**config.mk**
```make
export PLATFORM = sky130hd
export DESIGN_NAME = mult_share_arb
export DESIGN_NICKNAME = d
export VERILOG_FILES = /design/src/rtl/mult_share_arb.sv
export SDC_FILE = /design/constraint.sdc
export NUM_CORES = 1
export LEC_CHECK = 0
export CAP_MARGIN = 5
export CELL_PAD_IN_SITES_DETAIL_PLACEMENT = 2
export CELL_PAD_IN_SITES_GLOBAL_PLACEMENT = 2
export CORE_ASPECT_RATIO = 0.8
export CORE_MARGIN = 2
export CORE_UTILIZATION = 30
export DETAILED_ROUTE_END_ITERATION = 8
export PLACE_DENSITY_LB_ADDON = 0.1
export SLEW_MARGIN = 5
export SYNTH_ARGS = -nofsm -noshare
export SYNTH_HDL_FRONTEND = slang
export SYNTH_SLANG_ARGS = --single-unit
```
**constraint.sdc**
```tcl
create_clock -name clock -period 5.55 [get_ports clock]
set_clock_uncertainty 0.05 [all_clocks]
set_input_delay 1.11 -clock clock [delete_from_list [all_inputs] [get_ports clock]]
set_output_delay 1.11 -clock clock [all_outputs]
set_load 0.03 [all_outputs]
```
**src/rtl/mult_share_arb.sv**
```systemverilog
// Round-robin share of one signed fixed-point multiplier among NUM_REQ requesters, result tagged with requester id.
// Latency 2 cycles accept-to-result; res_ready low stalls S2, then S1, then drops req_ready (2 results max in flight).

`ifndef CNN_XLEN
`define CNN_XLEN 16
`endif
`ifndef AUG_FCT_B
`define AUG_FCT_B 8
`endif

module mult_share_arb #(
  parameter int DATA_WID  = `CNN_XLEN,
  parameter int AUG_FCT_B = `AUG_FCT_B,
  parameter int NUM_REQ   = 4,
  parameter int ID_WID    = $clog2(NUM_REQ)
) (
  input  logic                         clock,
  input  logic                         reset,
  input  logic [NUM_REQ-1:0]           req_valid,
  input  logic [NUM_REQ*DATA_WID-1:0]  req_a,
  input  logic [NUM_REQ*DATA_WID-1:0]  req_b,
  output logic [NUM_REQ-1:0]           req_ready,
  output logic                         res_valid,
  output logic [DATA_WID-1:0]          res_data,
  output logic [ID_WID-1:0]            res_id,
  input  logic                         res_ready,
  output logic                         busy
);

  localparam logic [ID_WID:0]   NREQ_W   = (ID_WID+1)'(NUM_REQ);
  localparam logic [ID_WID-1:0] LAST_IDX = ID_WID'(NUM_REQ - 1);

  logic signed [DATA_WID-1:0]   a1, b1;
  logic [ID_WID-1:0]            id1;
  logic                         v1;
  logic [DATA_WID-1:0]          p2;
  logic [ID_WID-1:0]            id2;
  logic                         v2;
  logic [ID_WID-1:0]            rr_ptr;

  logic                         adv1, adv2;
  logic                         gnt_found;
  logic [ID_WID-1:0]            gnt_idx;
  logic [ID_WID:0]              cand_sum;
  logic [ID_WID-1:0]            cand;
  logic                         accept;
  logic signed [2*DATA_WID-1:0] prod_full;
  logic                         unused_prod;

  assign adv2 = !v2 || res_ready;
  assign adv1 = !v1 || adv2;

  // First valid requester at or above rr_ptr, wrapping modulo NUM_REQ.
  always_comb begin
    gnt_found = 1'b0;
    gnt_idx   = '0;
    cand_sum  = '0;
    cand      = '0;
    for (int k = 0; k < NUM_REQ; k++) begin
      cand_sum = {1'b0, rr_ptr} + (ID_WID+1)'(k);
      if (cand_sum >= NREQ_W)
        cand_sum = cand_sum - NREQ_W;
      cand = cand_sum[ID_WID-1:0];
      if (!gnt_found && req_valid[cand]) begin
        gnt_found = 1'b1;
        gnt_idx   = cand;
      end
    end
  end

  always_comb begin
    req_ready = '0;
    if (!reset && adv1 && gnt_found)
      req_ready[gnt_idx] = 1'b1;
  end

  assign accept = |(req_valid & req_ready);

  assign prod_full   = a1 * b1;
  assign unused_prod = ^prod_full;

  always_ff @(posedge clock) begin
    if (reset) begin
      a1     <= '0;
      b1     <= '0;
      id1    <= '0;
      v1     <= 1'b0;
      p2     <= '0;
      id2    <= '0;
      v2     <= 1'b0;
      rr_ptr <= '0;
    end else begin
      if (adv1) begin
        v1 <= accept;
        if (accept) begin
          a1     <= req_a[gnt_idx*DATA_WID +: DATA_WID];
          b1     <= req_b[gnt_idx*DATA_WID +: DATA_WID];
          id1    <= gnt_idx;
          rr_ptr <= (gnt_idx == LAST_IDX) ? '0 : gnt_idx + 1'b1;
        end
      end
      if (adv2) begin
        p2  <= prod_full[AUG_FCT_B +: DATA_WID];
        id2 <= id1;
        v2  <= v1;
      end
    end
  end

  assign res_valid = v2;
  assign res_data  = p2;
  assign res_id    = id2;
  assign busy      = v1 || v2;

  a_ready_onehot: assert property (@(posedge clock) disable iff (reset) $onehot0(req_ready));
  a_ready_stall:  assert property (@(posedge clock) disable iff (reset) (!adv1 |-> req_ready == '0));

endmodule

```
; ---- After elaboration in Yosys (flattened, before gate mapping)
; Cells that the tools add are included.
[word_totals]
regBits = 56
input_bits = 135
out_inout_bits = 24
wordCells = 72
[classes]
add_sub_neg = 8
multipliers = 1
n_lt_le_gt_ge = 10
n_eq_ne = 1
shift = 2
muxes = 24
bitwise = 1
n_reduce_logical = 17
[ops]
columns = operator, count
row1 = variable part select 64 x 7 -> 16 bit, 2
row2 = multiplier 16 x 16 -> 24 bit, 1
row3 = two-way mux 2 bit, 9
row4 = less-than comparator 2 x 3 -> 1 bit (second input constant), 5
row5 = greater-or-equal comparator 3 bit (second input constant), 3
row6 = two-way mux 1 bit, 9
row7 = binary-select mux 1 bit (select 2 bit), 4
row8 = subtractor 2 x 1 -> 2 bit (second input constant), 4
row9 = adder 2 x 2 -> 3 bit (second input constant), 2
row10 = logical AND 1 bit, 6
row11 = zero test 1 bit, 6
row12 = bitwise AND 4 bit, 1
row13 = two-way mux 4 bit, 1
row14 = OR reduction 4 bit, 1
row15 = adder 2 x 1 -> 3 bit (second input constant), 1
row16 = greater-or-equal comparator 2 x 3 -> 1 bit (second input constant), 1
row17 = logical OR 1 bit, 3
row18 = adder 2 x 1 -> 2 bit (second input constant), 1
row19 = demux 1 bit (select 2 bit), 1
row20 = == test 2 bit (second input constant), 1
row21 = greater-or-equal comparator 2 x 1 -> 1 bit (second input constant), 1
row22 = AND reduction 2 bit, 1

; ---- Logic depth before layout (Yosys ltp)
; Gate-level depths: netlist (run 1).
[logic_depth]
ltp_word = 22
ltp_mapped = 24
ltp_nobuf = 22

; ---- Worst setup path before layout (run 1)
; Ideal clock, no wire load.
[synth_timing]
kind = flip-flop to flip-flop
start = reg b1[7]
end = reg p2[15] (netlist: res_data[15])
setup_time_ns = 0.079
arrival_ns = 5.813
t_required_ns = 5.421
setup_slack_ns = -0.392
path_stages_with_launch = 21
n_path_buf = 2
period_less_slack_ns = 5.942
path_cell_list = dfxtp_1 -> clkbuf_1 -> clkbuf_1 -> nand2_1 -> fa_1 -> inv_1 -> fa_1 -> fa_1 -> fa_1 -> fa_1 -> inv_1 -> fa_1 -> inv_1 -> ha_1 -> and3_1 -> a211o_1 -> a31o_1 -> a221o_2 -> o31ai_4 -> xnor2_1 -> a211oi_2
[synth_between]
elab_chain_len = 1
[synth_rtl]
columns = element, line_no
row1 = "start, declared", 33  ; logic signed [DATA_WID-1:0] a1, b1;
row2 = "start signal, assigned", 97  ; b1 <= req_b[gnt_idx*DATA_WID +: DATA_WID];
row3 = multiplier 16 x 16 -> 24 bit, 79  ; assign prod_full = a1 * b1;
row4 = "end signal, assigned", 103  ; p2 <= prod_full[AUG_FCT_B +: DATA_WID];
row5 = "end, declared", 36  ; logic [DATA_WID-1:0] p2;
; No other way between the ends.
; A chain may end at the register's enable or synchronous reset.

; ---- Final worst setup path (run 1)
[layout_timing]
start = reg a1[8]
end = reg p2[15] (netlist: res_data[15])
[layout_between]
elab_chain_len = 1
[layout_rtl]
columns = element, line_no
row1 = "start, declared", 33
row2 = "start signal, assigned", 96  ; a1 <= req_a[gnt_idx*DATA_WID +: DATA_WID];
row3 = multiplier 16 x 16 -> 24 bit, 79
; No other way between the ends.

==> impl_metrics.toml, run 1 <==
[worst_setup_path]
cp.required_ps = 5680
cp-start-kind = "flop"
critical_path_class = "flop to flop"
crit_fanout = 5
arrival_ps = 6080
end_kind = "flop"

[routing]
first_pass_iters = 4
drc = 0
vias_per_cell = 4.672
routedWlPerCell_um = 19.09
ant_nets = 0
vias = 9228
first_iter_violations = 309
wirelength_um = 37710

[global_routing]
antenna_found_initial = 0
grt_use_total = 0.2183
grt_pass1_wl_um = 60480
grt_max_degree = 66
grt_pass1_vias = 10754
grt_overflow = 0

[cells_and_area]
layout.cells.non_filler = 1975
antennaDiodeCount = 0
synthToLayoutAreaGrowth_pct = 33.20
layout-drive-gt1-share = 0.1444
final_util = 0.4027
fill_cells = 3901
final_area_um2 = 13890
nets = 1897

[floorplan]
dieArea_um2 = 36280
die_y_um = 170.8
pin_count = 159
start_util = 0.3023
coreArea_um2 = 34500
die_w_um = 212.5
row_count = 61

[timing]
period_needed_ps = 5943
slew_violations = 0
timing.fmax_mhz = 168.3
hold_viol = 0
worst_pin_slew_ps = 855.7
slew_headroom = 0.4261
setup_viol = 10
rsz0062_at_grt = "true"
setup_ws_ps = -393.4
period_share = 1.071

[yosys]
ys_async_sr_fraction = 0
synth-compound-area-share = 0.07978
yosysTopAreaCell = "fa_1"
yosysWarnings = 0
netlist-cell-type-count = 48
synth_mux_area_frac = 0.001920
netlist_instances = 1280
synth_seq_cells = 56
syn_avg_cell_area_um2 = 8.147
synth_top_area_frac = 0.3570
synth-simple-area-share = 0.2194
synth_xor_area_frac = 0.03023
synth_nets = 1675
synth_edf_count = 0
syn-cell-area_um2 = 10430
synth_area_leaders = "fa_1, dfxtp_1, nand2_1"
synthAdderAreaFrac = 0.4458
synth_top_family_by_area = "adder cells"
ys_seq_area_frac = 0.1075
yosys_most_used_dff = "dfxtp_1"

[pwr]
vdd_drop_max_mv = 0.09945
seqPwrFrac = 0.251
netSwitchingFraction = 0.4418
powerDensity_nw_per_um2 = 160.3
p_sw_uw = 983.5
p_comb_frac = 0.589
p_int_uw = 1243
p_clk_frac = 0.160
p_leak_uw = 0.006504

[job]
maxCapViolations = 0

[run_status]
violations = "setup timing"
status = "complete, but fails checks"

[clocking]
clk_pin_slew_ps = 90
cts_tree = "done"
clkLatencyLatePin_ps = 320
htreeDepth = 2
numCtsBuffers = 5
clock_sinks = 56
ctsRootBufferMaster = "clkbuf_16"
cts_buffer_depth = 2

[placed_design]
dp_hpwl_um = 30180
gp_congestion = 0.8017
place_area_um2 = 13220
dp_cells = 1939
io_buffers = 158

[worst_hold_path]
hp-class = "flop to flop"
==> kinds of logic after synthesis <==
logic type,Yosys count
AND/OR/NAND/NOR,488
buffers and inverters,316
adder cells (fa/ha/maj),260
AO/OA/AOI/OAI,122
flip-flops,56
XOR/XNOR,36
multiplexers,2
==> final cells by class <==
type,instances,area [um2],share of cell area
multi-input combinational,908,8378,0.6031
timing repair buffer,287,2681,0.1930
sequential,56,1176,0.08467
inverter,244,915.9,0.06593
tap,472,590.6,0.04251
clock buffer,5,125.1,0.009007
clock inverter,3,23.77,0.001711
==> power by group through the flow <==
stage | clock, uW | combinational (uW) | sequential [uW]
2_1_floorplan | 0 | 685 | 555
3_3_place_gp | 0 | 1200 | 571
3_5_place_dp | 0 | 1230 | 576
4_1_cts | 369 | 1320 | 558
5_1_grt | 384 | 1460 | 569
6_report | 357 | 1310 | 558
==> routing by layer <==
layer / GRT usage / vias to the layer above / part of all wire
met5: 0 / - / 0
met4: 0.05534 / 0 / 0.022
li1: - / 4309 / -
met3: 0.01432 / 30 / 0.014
met2: 0.4130 / 83 / 0.54
met1: 0.2683 / 4806 / 0.43
==> cell usage in the layout, fill, tap and decap left out, types with 8 or more instances in the layout <==
cell type / netlist / final
clkdlybuf4s50_1: 0 / 155
a311oi_1: 32 / 32
dfxtp_2: 0 / 8
inv_2: 1 / 10
and3_1: 35 / 34
and2_1: 124 / 117
dfxtp_4: 0 / 12
xnor2_1: 24 / 22
dfxtp_1: 56 / 36
buf_4: 0 / 114
fa_1: 186 / 179
xor2_1: 12 / 11
inv_1: 242 / 233
buf_12: 0 / 8
a21oi_1: 64 / 56
nand2_1: 253 / 252
ha_1: 74 / 67
nor2_1: 54 / 54
==> per-stage QoR <==
stage          total power, uW  hold slack (ps)  setup slack (ps)  TNS, ps
2_1_floorplan             1241            386.7            -75.30   -131.5
6_report                  2226            409.7            -393.4    -1991
4_1_cts                   2243            413.8            -361.6    -1245
3_3_place_gp              1766            392.1            -395.9    -2348
3_5_place_dp              1808            400.8            -602.0    -3833
5_1_grt                   2416            441.9            -602.2    -4886
==> repair_timing <==
item                                    in CTS  in global routing
gates resized for setup                     61                 21
cloned                                       0                  0
endpoints found under the setup margin      11                 13
pin swaps                                   35                 12
hold buffers                                 0                  0
setup buffers                               27                  4
==> worst max-delay path: stages (launching register included) <==
cell and delay (ps):
dfxtp_4 360, buf_12 130, and2_4 130, fa_1 490
inv_1 50, fa_1 490, fa_1 580, inv_2 50
fa_1 460, fa_1 490, inv_1 50, fa_1 490
inv_2 50, ha_4 220, nand4_1 120, o21ai_2 90
a31oi_4 190, o31ai_4 120, a31o_1 240, a221o_2 430
o31ai_4 270, xnor2_1 160, a211oi_2 90
==> registers in the layout (all words and copies together), names as in the netlist <==
name       cells
res_data      16
a1            16
b1            16
res_valid      1
id1            2
res_id         2
rr_ptr         2
v1             1
==> final timing paths <==
kind | from | end | slack, ps | cells past startpoint
max reg2reg | a1[8]$_SDFFE_PP0P_ | res_data[15]$_SDFFE_PP0P_ | -390 | 22
max | a1[8]$_SDFFE_PP0P_ | res_data[15]$_SDFFE_PP0P_ | -390 | 22
min | res_data[2]$_SDFFE_PP0P_ | res_data[2]$_SDFFE_PP0P_ | 410 | 2
min reg2reg | res_data[2]$_SDFFE_PP0P_ | res_data[2]$_SDFFE_PP0P_ | 410 | 2
==> synthesized netlist by cell type, drive strengths merged, types with 2 or more instances <==
cell / number
buf: 14
a211o: 2
a211oi: 2
nand2: 253
nand3b: 2
clkbuf: 58
o21bai: 3
and3: 35
inv: 243
xor2: 12
a311oi: 32
nor2: 54
mux2i: 2
dfxtp: 56
and2: 124
a21o: 3
xnor2: 24
a21oi: 64
nor3: 2
nand2b: 4
nand4: 3
fa: 186
nor2b: 4
ha: 74
o31ai: 4
o21ai: 4
Power figures use the tool's default switching activity.
==> run 2: changes to the inputs <==
Settings changed: CORE_MARGIN 2 to default.
==> run 2 against run 1 <==
The flow still finishes with violations (setup timing). Critical path type unchanged. Via count shrank 0.65%. Count of clock-buffer cells in the layout is the same. Sequential share of layout area grew 0.062 points. Non-clock buffer count shrank 9. Die area shrank 2.1%. Worst setup slack gained 65 ps. Hold slack lost 2.5 ps. Final area shrank 1.3%. Global-route usage is essentially flat. Combinational power is essentially flat. Sequential power shrank 0.7%. Critical path depth shrank 2.
==> impl_metrics.toml, run 2 (synthesis gave the netlist of run 1 again) <==
[routing]
first_pass_iters = 4
vias_per_cell = 4.678
first_iter_violations = 252
drc = 0
routedWlPerCell_um = 19.04
ant_nets = 0
vias = 9168
wirelength_um = 37320

[worst_setup_path]
crit_fanout = 6
crit_chain = "buf_4, and2_1, fa_1, inv_1, fa_2, fa_1, inv_2, fa_2, fa_1, inv_1, fa_1, inv_2, ha_4, and3_1, a211o_1, a31o_1, a221o_2, o31ai_4, xnor2_1, a211oi_2"
cp-start-kind = "flop"
r2r-start = "b1[2]$_SDFFE_PP0P_"
path_delay_family = "adder cells"
reg2reg_depth = 20
critical_path_class = "flop to flop"
critical_path_buf_inv_count = 5
slowest_stage = "fa_1"
cp.required_ps = 5680
regToRegEndpoint = "res_data[15]$_SDFFE_PP0P_"
cpMostUsedCell = "fa_1"
rrSetupSlack_ps = -330
arrival_ps = 6010
end_kind = "flop"
slowest_delay_ps = 540

[cells_and_area]
final_area_um2 = 13720
synthToLayoutAreaGrowth_pct = 31.53
final_util = 0.4042
layout-drive-gt1-share = 0.1325
final_cell_mix = "nand2_1, inv_1, fa_1, clkdlybuf4s50_1, and2_1"
final_common_cell = "nand2_1"
nets = 1888
fill_cells = 3866

[pwr]
p_leak_uw = 0.006448
powerDensity_nw_per_um2 = 161.1
p_int_uw = 1229
netSwitchingFraction = 0.4438
vdd_drop_max_mv = 0.09749
p_sw_uw = 980.5
p_comb_frac = 0.580
p_clk_frac = 0.169
seqPwrFrac = 0.251

[floorplan]
start_util = 0.3073
dieArea_um2 = 35520
die_y_um = 168.8
die_w_um = 210.5
coreArea_um2 = 33930
pin_count = 159
row_count = 60

[placed_design]
dp_hpwl_um = 30350
preCtsSetupSlack_ps = -575.3
place_area_um2 = 13260
io_buffers = 158
gp_congestion = 0.8038

[worst_hold_path]
hp-start = "res_data[6]$_SDFFE_PP0P_"
hold_depth = 2
holdPathEnd = "res_data[6]$_SDFFE_PP0P_"
hp-class = "flop to flop"

[run_status]
violations = "setup timing"
status = "complete, but fails checks"

[global_routing]
grt_pass1_wl_um = 59910
antenna_found_initial = 1
grt_use_total = 0.2187
grt_max_degree = 63
grt_pass1_vias = 10830
grt_overflow = 0

[timing]
setup_ws_ps = -328.1
period_share = 1.059
slew_headroom = 0.3117
rsz0062_at_grt = "true"
period_needed_ps = 5878
setup_viol = 11
hold_viol = 0
worst_pin_slew_ps = 1026
fin_hold_ws_ps = 407.1
slew_violations = 0
timing.fmax_mhz = 170.1

[clocking]
cts_buffer_depth = 2
htreeDepth = 2
numCtsBuffers = 5
clk_pin_slew_ps = 100
ctsHoldBuffers = 0
cts_tree = "done"
clkLatencyLatePin_ps = 330
ctsRootBufferMaster = "clkbuf_16"
clock_sinks = 56

[job]
maxCapViolations = 0
-- run 2: cell count changes in the layout (fill, tap and decap cells not counted), sizes merged --
cell / delta
clkinv: -1
diode: +1
inv: +3
clkinvlp: -2
buf: -9
-- run 2: worst max-delay path by stage --
stage	end	slack [ps]	from	cells after the start
6_report	res_data[15]$_SDFFE_PP0P_	-330	b1[2]$_SDFFE_PP0P_	20
5_1_grt	res_data[15]$_SDFFE_PP0P_	-520	b1[5]$_SDFFE_PP0P_	21
4_1_cts	res_data[15]$_SDFFE_PP0P_	-340	b1[4]$_SDFFE_PP0P_	21
3_5_place_dp	res_data[14]$_SDFFE_PP0P_	-580	a1[7]$_SDFFE_PP0P_	21
3_3_place_gp	res_data[15]$_SDFFE_PP0P_	-410	a1[6]$_SDFFE_PP0P_	18
2_1_floorplan	res_data[15]$_SDFFE_PP0P_	-80	b1[4]$_SDFFE_PP0P_	22
-- run 2: power by group through the flow --
stage               registers [uW]  clock network, uW  logic [uW]
global route                   565                397        1420
detailed placement             571                  0        1240
finish                         554                374        1280
global placement               565                  0        1210
CTS                            562                383        1260
floorplan                      555                  0         685
-- run 2: area by class of cell --
| type | instances | area (um2) | share of cell area |
|---|---|---|---|
| sequential | 56 | 1170 | 0.08529 |
| multi-input combinational | 908 | 8314 | 0.6061 |
| clock inverter | 3 | 28.78 | 0.002098 |
| inverter | 244 | 915.9 | 0.06677 |
| tap | 465 | 581.8 | 0.04242 |
| clock buffer | 5 | 125.1 | 0.009122 |
| timing repair buffer | 278 | 2579 | 0.1880 |
| antenna | 1 | 2.502 | 0.0001824 |
-- run 2: worst register-to-register path, delay by kind of cell, from the launching register on --
| family | cells | cell delay (ps) |
|---|---|---|
| AOI/OAI and AO/OA | 5 | 1230 |
| and+or+nand+nor | 2 | 370 |
| adders and majority gates | 7 | 3190 |
| buffers and inverters | 5 | 390 |
| DFF | 1 | 360 |
| xor gates and xnor gates | 1 | 160 |
-- run 2: timing repair --
item                                    in CTS  in global routing
setup buffers                                7                 10
endpoints found under the setup margin      13                 13
resized for setup                           24                 37
pin swaps                                    4                 11
-- run 2: routing by layer --
layer / GRT usage / vias to the layer above / part of all wire
met3: 0.01484 / 26 / 0.012
met5: 0 / - / 0
li1: - / 4297 / -
met4: 0.03466 / 0 / 0.013
met2: 0.4185 / 66 / 0.54
met1: 0.2718 / 4779 / 0.44
-- run 2: through the flow --
step / std cells / setup TNS (ps) / power, uW
final: 1960 / -1615 / 2210
after global routing: 1960 / -4289 / 2386
after CTS: 1949 / -2120 / 2205
after detailed placement: 1934 / -4139 / 1809
after global placement: 1934 / -2334 / 1770
after floorplan: 1280 / -131.5 / 1241
